File: src/rtl/conf_sched_if.sv
// conf_sched_if
// Bundles every non-clock signal of the job sequencer.
//   CONFIG_VALID / CONFIG_READY / CONFIG_DATA : job handshake with the config register block
//   PORT_START / PORT_DONE                    : per-engine start and done pulses
//   JOB_DATA, BUSY, ERR, FRAMES_DONE          : job status seen by the rest of the system
// The slave modport is the sequencer's view; the master modport is the
// config block and engines' view.
interface conf_sched_if #(
    parameter int NREG   = 4,
    parameter int W      = 32,
    parameter int NPORTS = 2
);
    logic                  CONFIG_VALID;
    logic                  CONFIG_READY;
    logic [NREG*W-1:0]     CONFIG_DATA;
    logic [NPORTS-1:0]     PORT_START;
    logic [NPORTS-1:0]     PORT_DONE;
    logic [(NREG-1)*W-1:0] JOB_DATA;
    logic                  BUSY;
    logic                  ERR;
    logic [15:0]           FRAMES_DONE;

    modport master (
        output CONFIG_VALID, CONFIG_DATA, PORT_DONE,
        input  CONFIG_READY, PORT_START, JOB_DATA, BUSY, ERR, FRAMES_DONE
    );

    modport slave (
        input  CONFIG_VALID, CONFIG_DATA, PORT_DONE,
        output CONFIG_READY, PORT_START, JOB_DATA, BUSY, ERR, FRAMES_DONE
    );
endinterface

File: src/rtl/conf_sched.sv
// conf_sched
// Job sequencer on the consumer side of the configuration register block.
// Accepts one job per CONFIG_VALID/CONFIG_READY handshake, then runs the
// enabled stream engines for the programmed number of frames. Each frame
// issues one start pulse per enabled engine and waits for all of their
// done pulses.
// Ports:
//   ACLK    : clock
//   ARESETN : synchronous active-low reset
//   bus     : conf_sched_if slave (config handshake, engine start/done, status)
// Register 0 of CONFIG_DATA is the command: [NPORTS-1:0] engine mask,
// [31:16] frame count (0 runs one frame). Registers 1..NREG-1 are passed
// through on JOB_DATA for the duration of the job.
module conf_sched #(
    parameter int NREG    = 4,
    parameter int W       = 32,
    parameter int NPORTS  = 2,
    parameter int TIMEOUT = 0
) (
    input  logic        ACLK,
    input  logic        ARESETN,
    conf_sched_if.slave bus
);

    typedef enum logic [1:0] {
        ST_IDLE,
        ST_LAUNCH,
        ST_WAIT,
        ST_DONE
    } state_t;

    state_t                state;
    state_t                next_state;
    logic [NPORTS-1:0]     mask;
    logic [NPORTS-1:0]     done_seen;
    logic [NPORTS-1:0]     done_now;
    logic [15:0]           frames_left;
    logic [15:0]           frames_done;
    logic [15:0]           frame_cnt;
    logic [31:0]           tmo_cnt;
    logic [(NREG-1)*W-1:0] job_data;
    logic                  err;
    logic                  accept;
    logic                  frame_complete;
    logic                  timed_out;
    logic                  last_frame;
    logic                  unused_cmd;

    // Command bits between the mask and the frame count are reserved.
    assign unused_cmd = ^bus.CONFIG_DATA[W-1:0];

    assign accept    = (state == ST_IDLE) && bus.CONFIG_VALID;
    assign frame_cnt = (bus.CONFIG_DATA[31:16] == 16'd0) ? 16'd1 : bus.CONFIG_DATA[31:16];
    assign done_now  = bus.PORT_DONE & mask;

    // Include this cycle's pulses so the frame closes on the cycle the last
    // done arrives; an empty mask therefore completes on the first WAIT cycle.
    assign frame_complete = (state == ST_WAIT) && ((done_seen | done_now) == mask);
    assign timed_out      = (TIMEOUT > 0) && (tmo_cnt == 32'(TIMEOUT - 1));
    assign last_frame     = (frames_left == 16'd1);

    always_ff @(posedge ACLK) begin
        if (!ARESETN) begin
            state <= ST_IDLE;
        end else begin
            state <= next_state;
        end
    end

    // Completion is tested before timeout so a frame finishing on the
    // timeout cycle still counts as a success.
    always_comb begin
        next_state = state;
        case (state)
            ST_IDLE: begin
                if (accept) begin
                    next_state = ST_LAUNCH;
                end
            end
            ST_LAUNCH: begin
                next_state = ST_WAIT;
            end
            ST_WAIT: begin
                if (frame_complete) begin
                    next_state = last_frame ? ST_DONE : ST_LAUNCH;
                end else if (timed_out) begin
                    next_state = ST_DONE;
                end
            end
            ST_DONE: begin
                next_state = ST_IDLE;
            end
            default: begin
                next_state = ST_IDLE;
            end
        endcase
    end

    always_comb begin
        bus.CONFIG_READY = (state == ST_IDLE);
        bus.BUSY         = (state != ST_IDLE);
        bus.PORT_START   = (state == ST_LAUNCH) ? mask : '0;
        bus.JOB_DATA     = job_data;
        bus.ERR          = err;
        bus.FRAMES_DONE  = frames_done;
    end

    // Done pulses are only collected in WAIT, so anything arriving during
    // LAUNCH or after an abort is dropped.
    always_ff @(posedge ACLK) begin
        if (!ARESETN) begin
            mask        <= '0;
            done_seen   <= '0;
            frames_left <= 16'd0;
            frames_done <= 16'd0;
            tmo_cnt     <= 32'd0;
            job_data    <= '0;
            err         <= 1'b0;
        end else begin
            case (state)
                ST_IDLE: begin
                    if (accept) begin
                        mask        <= bus.CONFIG_DATA[NPORTS-1:0];
                        frames_left <= frame_cnt;
                        job_data    <= bus.CONFIG_DATA[NREG*W-1:W];
                        err         <= 1'b0;
                        frames_done <= 16'd0;
                    end
                end
                ST_LAUNCH: begin
                    done_seen <= '0;
                    tmo_cnt   <= 32'd0;
                end
                ST_WAIT: begin
                    done_seen <= done_seen | done_now;
                    tmo_cnt   <= tmo_cnt + 32'd1;
                    if (frame_complete) begin
                        frames_left <= frames_left - 16'd1;
                        if (frames_done != 16'hFFFF) begin
                            frames_done <= frames_done + 16'd1;
                        end
                    end else if (timed_out) begin
                        err <= 1'b1;
                    end
                end
                default: begin
                end
            endcase
        end
    end

endmodule

File: src/flat_wrapper.sv
// flat-port wrapper written by rule: the top's interface ports become plain ports
module conf_sched_flat 
#(
    parameter int NREG    = 4,
    parameter int W       = 32,
    parameter int NPORTS  = 2,
    parameter int TIMEOUT = 0
)
  (ACLK, ARESETN, bus_CONFIG_VALID, bus_CONFIG_DATA, bus_PORT_DONE, bus_CONFIG_READY, bus_PORT_START, bus_JOB_DATA, bus_BUSY, bus_ERR, bus_FRAMES_DONE);
  conf_sched_if #(.NREG(NREG), .W(W), .NPORTS(NPORTS)) bus_i ();
  input  logic ACLK;
  input  logic ARESETN;
  input wire logic [$bits(bus_i.CONFIG_VALID)-1:0] bus_CONFIG_VALID;
  input wire logic [$bits(bus_i.CONFIG_DATA)-1:0] bus_CONFIG_DATA;
  input wire logic [$bits(bus_i.PORT_DONE)-1:0] bus_PORT_DONE;
  output wire logic [$bits(bus_i.CONFIG_READY)-1:0] bus_CONFIG_READY;
  output wire logic [$bits(bus_i.PORT_START)-1:0] bus_PORT_START;
  output wire logic [$bits(bus_i.JOB_DATA)-1:0] bus_JOB_DATA;
  output wire logic [$bits(bus_i.BUSY)-1:0] bus_BUSY;
  output wire logic [$bits(bus_i.ERR)-1:0] bus_ERR;
  output wire logic [$bits(bus_i.FRAMES_DONE)-1:0] bus_FRAMES_DONE;
  assign bus_i.CONFIG_VALID = bus_CONFIG_VALID;
  assign bus_i.CONFIG_DATA = bus_CONFIG_DATA;
  assign bus_i.PORT_DONE = bus_PORT_DONE;
  assign bus_CONFIG_READY = bus_i.CONFIG_READY;
  assign bus_PORT_START = bus_i.PORT_START;
  assign bus_JOB_DATA = bus_i.JOB_DATA;
  assign bus_BUSY = bus_i.BUSY;
  assign bus_ERR = bus_i.ERR;
  assign bus_FRAMES_DONE = bus_i.FRAMES_DONE;
  conf_sched #(.NREG(NREG), .W(W), .NPORTS(NPORTS), .TIMEOUT(TIMEOUT)) u_core (.ACLK(ACLK), .ARESETN(ARESETN), .bus(bus_i));
endmodule
File: config.mk
export PLATFORM = sky130hd
export DESIGN_NAME = conf_sched_flat
export DESIGN_NICKNAME = d
export VERILOG_FILES = /design/src/rtl/conf_sched_if.sv /design/src/rtl/conf_sched.sv /design/src/flat_wrapper.sv
export SDC_FILE = /design/constraint.sdc
export NUM_CORES = 1
export LEC_CHECK = 0
export BUFFER_PORTS_ARGS = -buffer_cell sky130_fd_sc_hd__buf_2
export CORE_ASPECT_RATIO = 1.25
export CORE_MARGIN = 2
export CORE_UTILIZATION = 30
export DETAILED_ROUTE_END_ITERATION = 8
export GPL_ROUTABILITY_DRIVEN = 0
export SYNTH_ARGS = -nofsm -noshare
export SYNTH_HDL_FRONTEND = slang
export SYNTH_SLANG_ARGS = --single-unit
File: constraint.sdc
create_clock -name ACLK -period 3.5 [get_ports ACLK]
set_input_delay 0 -clock ACLK [delete_from_list [all_inputs] [get_ports ACLK]]
set_output_delay 0 -clock ACLK [all_outputs]
set_load 0.02 [all_outputs]
Word level (Yosys, flattened, before mapping)
Index checks and enable logic that the tools add are counted.
{"block": "op_classes", "bitwise_logic": 2, "n_reduce_logical": 11, "add_sub_neg": 2, "eq_ne": 9, "mux": 14}
{"cell": "$mux W16", "count": 6}
{"cell": "$pmux W16 S2", "count": 2}
{"cell": "$add A16 B1 Y16 const B", "count": 1}
{"cell": "$eq A16 B1 Y1 const B", "count": 1}
{"cell": "$logic_not A16 Y1", "count": 1}
{"cell": "$ne A16 B16 Y1 const B", "count": 1}
{"cell": "$sub A16 B1 Y16 const B", "count": 1}
{"cell": "$mux W2", "count": 4}
{"cell": "$pmux W2 S4", "count": 1}
{"cell": "$reduce_bool A2 Y1", "count": 3}
{"cell": "$eq A2 B2 Y1 const B", "count": 2}
{"cell": "$ne A2 B1 Y1 const B", "count": 2}
{"cell": "$pmux W2 S2", "count": 1}
{"cell": "$reduce_and A2 Y1", "count": 2}
{"cell": "$reduce_and A4 Y1", "count": 1}
{"cell": "$reduce_and A3 Y1", "count": 1}
{"cell": "$and A2 B2 Y2", "count": 1}
{"cell": "$eq A2 B1 Y1 const B", "count": 1}
{"cell": "$eq A2 B2 Y1", "count": 1}
{"cell": "$logic_and A1 B1 Y1", "count": 2}
{"cell": "$logic_not A2 Y1", "count": 1}
{"cell": "$ne A2 B2 Y1 const B", "count": 1}
{"cell": "$or A2 B2 Y2", "count": 1}
{"block": "word_totals", "register_bits": 134, "word_cells": 44, "in_bits": 133}

Depth between registers and ports, before layout
Gate-level depths: netlist (run 1).
{"block": "logic_depth", "depth_word": 6, "ltp_mapped": 9, "depth_no_buf": 7}

Worst setup path before layout (run 1)
No wires, ideal clock.
{"block": "synth_timing", "path_type": "register to register", "start": "register u_core.state[0]", "end": "register u_core.job_data[61] (netlist: u_core.bus.JOB_DATA[61])", "t_required_ps": 3430, "t_arrival_ps": 1897, "setup_ps": 70, "stages_incl_launch_ff": 9, "period_less_slack_ps": 1967, "slack_ps": 1533, "path_cell_list": "dfxtp_1 -> inv_1 -> ha_1 -> and2_1 -> clkbuf_1 -> clkbuf_1 -> buf_1 -> nand2_1 -> a21oi_1"}
{"block": "synth_between", "elab_chain_cells": 3}
{"element": "from (decl)", "line_no": "conf_sched.sv:32", "text": "state_t state;"}
{"element": "from (signal assigned)", "line_no": "conf_sched.sv:66", "text": "state <= next_state;"}
{"element": "$logic_not A2 Y1 (*)"}
{"element": "via bus_CONFIG_READY", "line_no": "flat_wrapper.sv:16", "text": "output wire logic [$bits(bus_i.CONFIG_READY)-1:0] bus_CONFIG_READY;"}
{"element": "$logic_and A1 B1 Y1", "line_no": "conf_sched.sv:52", "text": "assign accept = (state == ST_IDLE) && bus.CONFIG_VALID;"}
{"element": "$reduce_and A2 Y1 (no source line) (*)"}
{"element": "to (signal assigned)", "line_no": "conf_sched.sv:125", "text": "job_data <= bus.CONFIG_DATA[NREG*W-1:W];"}
{"element": "to (decl)", "line_no": "conf_sched.sv:41", "text": "logic [(NREG-1)*W-1:0] job_data;"}
The timed path passes the listed nets; every way through them passes the cells marked *.
A chain may end at the register's enable or synchronous reset.

Worst setup path after layout (run 1)
{"block": "layout_timing", "start": "register u_core.state[0]", "end": "register u_core.frames_left[12]"}
{"block": "layout_between", "elab_chain_cells": 4, "word_cells_on_any_way": 9, "cone_classes": "eq/ne (3); mux (1); reduce/logical (5)"}
{"element": "$eq A2 B2 Y1 / $logic_not A2 Y1 (equally long branches)", "line_no": "conf_sched.sv:58, conf_sched.sv:120, conf_sched.sv:52"}
{"element": "$logic_and A1 B1 Y1, on equally long branches", "line_no": "conf_sched.sv:58, conf_sched.sv:52"}
{"element": "$ne A2 B1 Y1 (no source line)"}
{"element": "$reduce_and A3 Y1 (no source line)"}
{"element": "to (signal assigned)", "line_no": "conf_sched.sv:124", "text": "frames_left <= frame_cnt;"}
{"element": "to (signal assigned)", "line_no": "conf_sched.sv:138", "text": "frames_left <= frames_left - 16'd1;"}
{"element": "to (decl)", "line_no": "conf_sched.sv:37", "text": "logic [15:0] frames_left;"}
Parallel ways exist; a longest one is shown, timed or not.

==> key figures, run 1 <==
Power and ir drop
  • Pleak: between 3 and 4 nW
  • Worst VDD drop: 0.000281 V
  • Power Density: 602 nW/um^2

Global route
  • Initial antenna violation count: 1
  • Vias in the first global route: 5766
  • GR Overflow Total: 0
  • GRT Util Overall: approximately 18%
  • Largest net degree at the start of global routing: 71
  • Global-route wire length before repair: 28700 um

Die
  • Starting Density: 30.6%
  • Die Height: between 150 and 200 um
  • # IOs: 250
  • Row cnt: 55
  • Total Die Area: just under 20000 sq um
  • Core area: 18000 sq um
  • Die W: 125 um

Worst setup path
  • CP max FO: 13
  • CP max stage delay: 0.56 ns
  • Crit path DAT: 3.16 ns
  • Critical path startpoint category: flop
  • Crit path max-delay family: buffers and inverters
  • Crit-path cells: inv_1 > ha_1 > nand4bb_1 > o211ai_1 > nor2_1 > buf_4 > nand2_1 > o22ai_1 > dlygate4sd3_1
  • Crit Path Class: flop to flop
  • Max stage delay cell, worst path: dlygate4sd3_1
  • CP endpoint kind: flop
  • Buf/Inv on CP: 3
  • Worst endpoint required time: roughly 3.9 ns

STA
  • Fmax: 0.358 GHz
  • Slew Limit Headroom: 37.1%
  • Period Utilization, post-route: 79.8%
  • Final min period: 2.79 ns
  • RSZ-0062 raised after global routing: false
  • Setup total negative slack: 0 ns
  • Clock Skews: 0.0174 ns
  • Fin. max-slew vios: 0
  • Setup Viol. Count Final: 0
  • Hold Fails Final Rpt: 0
  • Slew @ Worst Pin: around 0.94 ns

Routing
  • Routed WL: 18000 um
  • DRT iter0 DRCs: 290
  • Avg WL per Cell: 14.1 um
  • DR vias: a little over 6000
  • DRC viols: 0
  • Vias per Instance: 4.77
  • Post-route ant nets: 0
  • DR pass1 iterations: 5

CTS
  • CTS root buf: clkbuf_16
  • TritonCTS Buffers: 17
  • CTS max path bufs: 2
  • CTS tree: done
  • Clock transition at the registers of the reported paths: 0.06 ns
  • Clock Sinks: about 130
  • Skew-Pair Late Insertion Delay: 0.42 ns
  • H-tree level count: 4

Synthesis
  • EDFF count, synth: 0
  • Cell count after synthesis: 703
  • Syn. warnings: 0
  • Net count after synthesis: 842
  • Syn avg cell area: 7.84 sq um
  • Primary FF master, synth: dfxtp_1
  • Post-synth ARST share: 0%
  • Sequential fraction of the synthesis area: 48.7%
  • Synth Register Bits: 134
  • Synthesized area: roughly 5500 sq um
  • Unique masters post-synth: 55

Place
  • DP Wirelength: 11400 um
  • PortBufs: 234
  • Dpl cell area: between 6000 and 7000 sq um

Flow run
  • Max cap viols: 0

Finish
  • Layout cells sized above 1: 27.8%
  • Fin nets: 1170
  • Layout Area Growth over Synthesis: 55.1%
  • Post-route cell area: 8540 sq um

Status
  • Status: completed

Worst hold path
  • Min-Delay Path Class: input pin to flop
[report_power, final]
part	leakage [nW]	internal (mW)	switching, mW
Sequential	1.10	1.74	0.123
Clock	0.271	0.941	0.739
Combinational	2.40	0.585	1.02
Total	3.76	3.26	1.88
[synthesized netlist by cell type (3+ instances only)]
library cell | number | area (sq um)
nand2_1 | 218 | 818
dfxtp_1 | 134 | 2680
a21oi_1 | 127 | 636
clkbuf_1 | 39 | 146
nor2_1 | 19 | 71.3
nand3_1 | 12 | 60.1
o21ai_0 | 11 | 55.1
inv_1 | 9 | 33.8
o31ai_1 | 9 | 67.6
o21a_1 | 8 | 60.1
or4_1 | 8 | 60.1
nor4_1 | 7 | 43.8
a21boi_0 | 6 | 45.0
ha_1 | 6 | 75.1
nor3_1 | 6 | 30.0
o211ai_1 | 6 | 45.0
or3_1 | 6 | 37.5
a31oi_1 | 5 | 31.3
nor2b_1 | 5 | 31.3
and3_1 | 4 | 25.0
buf_1 | 4 | 15.0
nand4_1 | 4 | 25.0
and2_1 | 3 | 18.8
nand2b_1 | 3 | 18.8
or2_2 | 3 | 18.8
[what timing repair did]
action,in CTS,in global routing
hold buffers,112,0
gates resized for setup,0,0
buffers inserted,0,0
endpoints found under the hold margin,113,0
[state kept, by name (all words and copies together) (netlist names)]
name	cells
u_core.bus.FRAMES_DONE	16
u_core.done_seen	2
u_core.frames_left	16
u_core.bus.JOB_DATA	96
u_core.state	2
u_core.mask	2
[path summary, 6_finish.rpt]
check                                             start                       to  slack [ns]  cells past startpoint
worst max register to register          u_core.state[0]   u_core.frames_left[12]        0.71                      9
worst min-delay path                bus_CONFIG_DATA[20]    u_core.frames_left[4]        0.03                      4
worst min register to register  u_core.bus.JOB_DATA[68]  u_core.bus.JOB_DATA[68]        0.45                      2
worst max-delay path                    u_core.state[0]   u_core.frames_left[12]        0.71                      9
[stage by stage]
| step | hold slack, ns | power (mW) | utilization [%] | setup slack [ns] | std cells |
|---|---|---|---|---|---|
| 3_3_place_gp | 0.240 | 3.37 | 38.1 | 1.26 | 1128 |
| 3_5_place_dp | 0.245 | 3.39 | 38.1 | 1.23 | 1128 |
| 4_1_cts | 0.00607 | 5.20 | 47.4 | 0.700 | 1272 |
| 6_report | 0.0286 | 5.15 | 47.4 | 0.706 | 1273 |
| 2_1_floorplan | 0.136 | 2.90 | - | 1.53 | 703 |
| 5_1_grt | 0.0224 | 5.44 | 47.4 | 0.480 | 1273 |
[kinds of logic after synthesis]
kind of cell | Yosys count | share of synthesized area [%]
other cells | 1 | 0.0681
xor+xnor | 1 | 0.159
buf+inv | 57 | 4.07
flops | 134 | 48.7
fa+ha+maj | 6 | 1.36
mux | 2 | 0.363
compound gates | 192 | 20.2
simple gates | 310 | 25.1
[per-layer routing]
metal	share of wire, %	GRT usage [%]	vias to the layer above
met2	51	32.1	167
met4	2.5	7.57	0
met3	4.8	4.37	31
met5	0	0	-
met1	42	20.7	2811
li1	-	-	3069
[worst register-to-register path, cell delays in order, from the launching register on]
cell	delay, ns
dfxtp_1	0.35
inv_1	0.08
ha_1	0.29
nand4bb_1	0.18
o211ai_1	0.19
nor2_1	0.45
buf_4	0.30
nand2_1	0.14
o22ai_1	0.19
dlygate4sd3_1	0.56
[final cells by class]
class	count	area [sq um]
fillers	1742	9490
flip-flops and latches	134	2680
multi-input cells	512	2610
repair buffers	356	2370
clock buffers	18	439
well taps	228	285
clock inverters	14	114
inverters	10	38.8
diodes	1	2.50
[cells in the final DEF, fill, tap and decap left out, drive strengths merged, types with 5 or more instances in the layout]
master,instances
o21a,8
inv,15
or3,7
a21oi,127
nor3,8
nand3,12
a21boi,6
clkbuf,18
nor4,8
dfxtp,134
o31ai,10
a31oi,5
dlygate4sd3,112
clkinv,7
nand2,218
ha,6
buf,244
o211ai,6
or4,8
nor2b,5
o21ai,12
nor2,19
Note: power is estimated with default switching activity, not from simulation.
==> run 2, diff against run 1 <==
==> constraint.sdc (replaced) <==
create_clock -name ACLK -period 2.3 [get_ports ACLK]
set_input_delay 0 -clock ACLK [delete_from_list [all_inputs] [get_ports ACLK]]
set_output_delay 0 -clock ACLK [all_outputs]
set_load 0.02 [all_outputs]
==> key figures, run 2 (synthesized netlist as in run 1, its figures left out) <==
STA
  • Slew @ Worst Pin: 0.609 ns (-0.329 ns)
  • Worst hold margin: 0.0342 ns (+0.00562 ns)
  • Final min period: 2.13 ns (-0.662 ns)
  • Slew Limit Headroom: 59.4% (+22 points)
  • Fmax: 0.469 GHz (+31%)
  • Hold Fails Final Rpt: 0 (unchanged)
  • Setup total negative slack: 0 ns (unchanged)
  • Setup Viol. Count Final: 0 (unchanged)
  • Final setup margin: 0.169 ns (-0.538 ns)
  • Period Utilization, post-route: 92.7% (+13 points)
  • Fin. max-slew vios: 0 (unchanged)
  • RSZ-0062 raised after global routing: false
  • Clock Skews: 0.00901 ns (-0.00838 ns)

Routing
  • DR pass1 iterations: 5 (unchanged)
  • DRC viols: 0 (unchanged)
  • DR vias: 6089 (+0.18%)
  • Routed WL: 17900 um (-0.56%)
  • Post-route ant nets: 0 (unchanged)
  • Vias per Instance: 4.77 (about the same)
  • Avg WL per Cell: 14.0 um (-0.79%)
  • DRT iter0 DRCs: 257 (-11%)

Finish
  • Non-Filler Instances: 1276 (+0.24%)
  • Layout cells sized above 1: 27.9% (+0.085 points)
  • Fin nets: 1174 (+0.34%)
  • Most frequent cells in the layout: 234 x buf_2, 217 x nand2_1, 134 x dfxtp_1, 127 x a21oi_1, 112 x dlygate4sd3_1
  • Fillers: 1773 (+1.8%)
  • Reg area: 2680 sq um (unchanged)
  • Post-route cell area: 8650 sq um (+1.3%)
  • N_diodes: 0 (-1)
  • Commonest non-fill, non-tap cell in the layout: buf_2
  • Multi-input logic area: 2610 sq um (unchanged)
  • Post-layout util: 48.0% (+0.62 points)
  • Max reg flops: 96 (unchanged)
  • Layout Area Growth over Synthesis: 57.1%

Global route
  • Vias in the first global route: 6006 (+4.2%)
  • Largest net degree at the start of global routing: 108 (+52%)
  • Global-route wire length before repair: 28700 um (unchanged)
  • GR Overflow Total: 0 (unchanged)
  • Initial antenna violation count: 0 (-1)
  • GRT Util Overall: 18.0% (-0.097 points)

CTS
  • Clock Sinks: 134 (unchanged)
  • Clock transition at the registers of the reported paths: 0.06 ns (about the same)
  • CTS resizes: 0 (unchanged)
  • CTS root buf: clkbuf_16
  • TritonCTS Buffers: 17 (unchanged)
  • Skew-Pair Late Insertion Delay: 0.41 ns (about the same)
  • H-tree level count: 4 (unchanged)
  • CTS tree: done
  • CTS max path bufs: 2 (unchanged)

Worst setup path
  • Critical path startpoint category: flop
  • CP endpoint kind: flop
  • Crit Path Class: flop to flop
  • CP max stage delay: 0.58 ns (+0.02 ns)
  • Crit-path cells: inv_1 > ha_1 > nand4bb_1 > o211a_1 > nand2_1 > or4_1 > a21oi_1
  • Reg2reg setup slack: 0.17 ns (-0.54 ns)
  • Crit path max-delay family: simple AND/OR/NAND/NOR gates
  • Buf/Inv on CP: 1 (-2)
  • Max stage delay cell, worst path: or4_1
  • CP max FO: 13 (unchanged)
  • Worst endpoint required time: 2.64 ns (-1.22 ns)
  • Crit path DAT: 2.47 ns (-0.69 ns)

Flow run
  • Max cap viols: 0 (unchanged)

Status
  • Status: completed

Die
  • Total Die Area: 19500 sq um (unchanged)
  • Starting Density: 30.6% (unchanged)
  • Core area: 18000 sq um (unchanged)
  • Die W: 125 um (unchanged)
  • Row cnt: 55 (unchanged)
  • Die Height: 156 um (unchanged)
  • # IOs: 250 (unchanged)

Place
  • Dpl cell area: 6920 sq um (+0.80%)
  • Dpl ws: 0.195 ns (-1.04 ns)
  • PortBufs: 234 (unchanged)
  • Total instance count after detailed placement: 1132 (+0.35%)
  • DP Wirelength: 11300 um (-0.75%)

Power and ir drop
  • Power Density: 939 nW/um^2 (+56%)
  • Pleak: 3.81 nW (+1.3%)
  • Worst VDD drop: 0.000420 V (+49%)
  • Power Total: 8.13 mW (+58%)

Worst hold path
  • Min-Delay Path Class: input pin to flop
==> run 2: cell types whose count changed in the layout (fill, tap and decap cells not counted), moves of 2 or more <==
cell       change
clkinv_2       -2
buf_12         +2
clkbuf_1       +2
bufinv_16      +3
buf_4          +2
==> run 2: path summary, 6_finish.rpt <==
path                            cells past startpoint                    start                         to
worst max register to register                      7          u_core.state[0]  u_core.bus.FRAMES_DONE[6]
worst min register to register                      2  u_core.bus.JOB_DATA[32]    u_core.bus.JOB_DATA[32]
worst max-delay path                                7          u_core.state[0]  u_core.bus.FRAMES_DONE[6]
worst min-delay path                                4      bus_CONFIG_DATA[23]      u_core.frames_left[7]
==> run 2: power by group <==
part           switching, mW  internal, mW
clock                   1.09          1.76
combinational           1.54         0.906
sequential             0.193          2.64
total                   2.82          5.31
==> run 2: repair_timing <==
| item | in CTS | in global routing |
|---|---|---|
| endpoints found under the hold margin | 114 | 0 |
| hold buffers | 112 | 0 |
| setup buffers | 0 | 0 |
==> run 2: cell type report <==
| type | count | area share (%) |
|---|---|---|
| clock buffer | 20 | 5.16 |
| clock inverter | 12 | 1.92 |
| inverter | 10 | 0.448 |
| multi-input combinational | 512 | 30.2 |
| sequential | 134 | 31.0 |
| tap | 228 | 3.30 |
| timing repair buffer | 360 | 28.0 |
==> run 2: metal layers <==
metal | share of wire, % | GRT usage (%) | routed length [um] | up-vias
li1 | - | - | - | 3071
met1 | 41 | 20.5 | 7380 | 2819
met2 | 52 | 32.0 | 9220 | 166
met3 | 4.9 | 4.26 | 869 | 33
met4 | 2.4 | 7.94 | 429 | 0
met5 | 0 | 0 | 0 | -
==> run 2: worst reg2reg max path: cells and delay by family, from the launching register on <==
kind	cells	cell delay (ns)
compound gates	2	0.33
fa+ha+maj	1	0.29
buf+inv	1	0.08
flops	1	0.35
simple gates	3	1.01
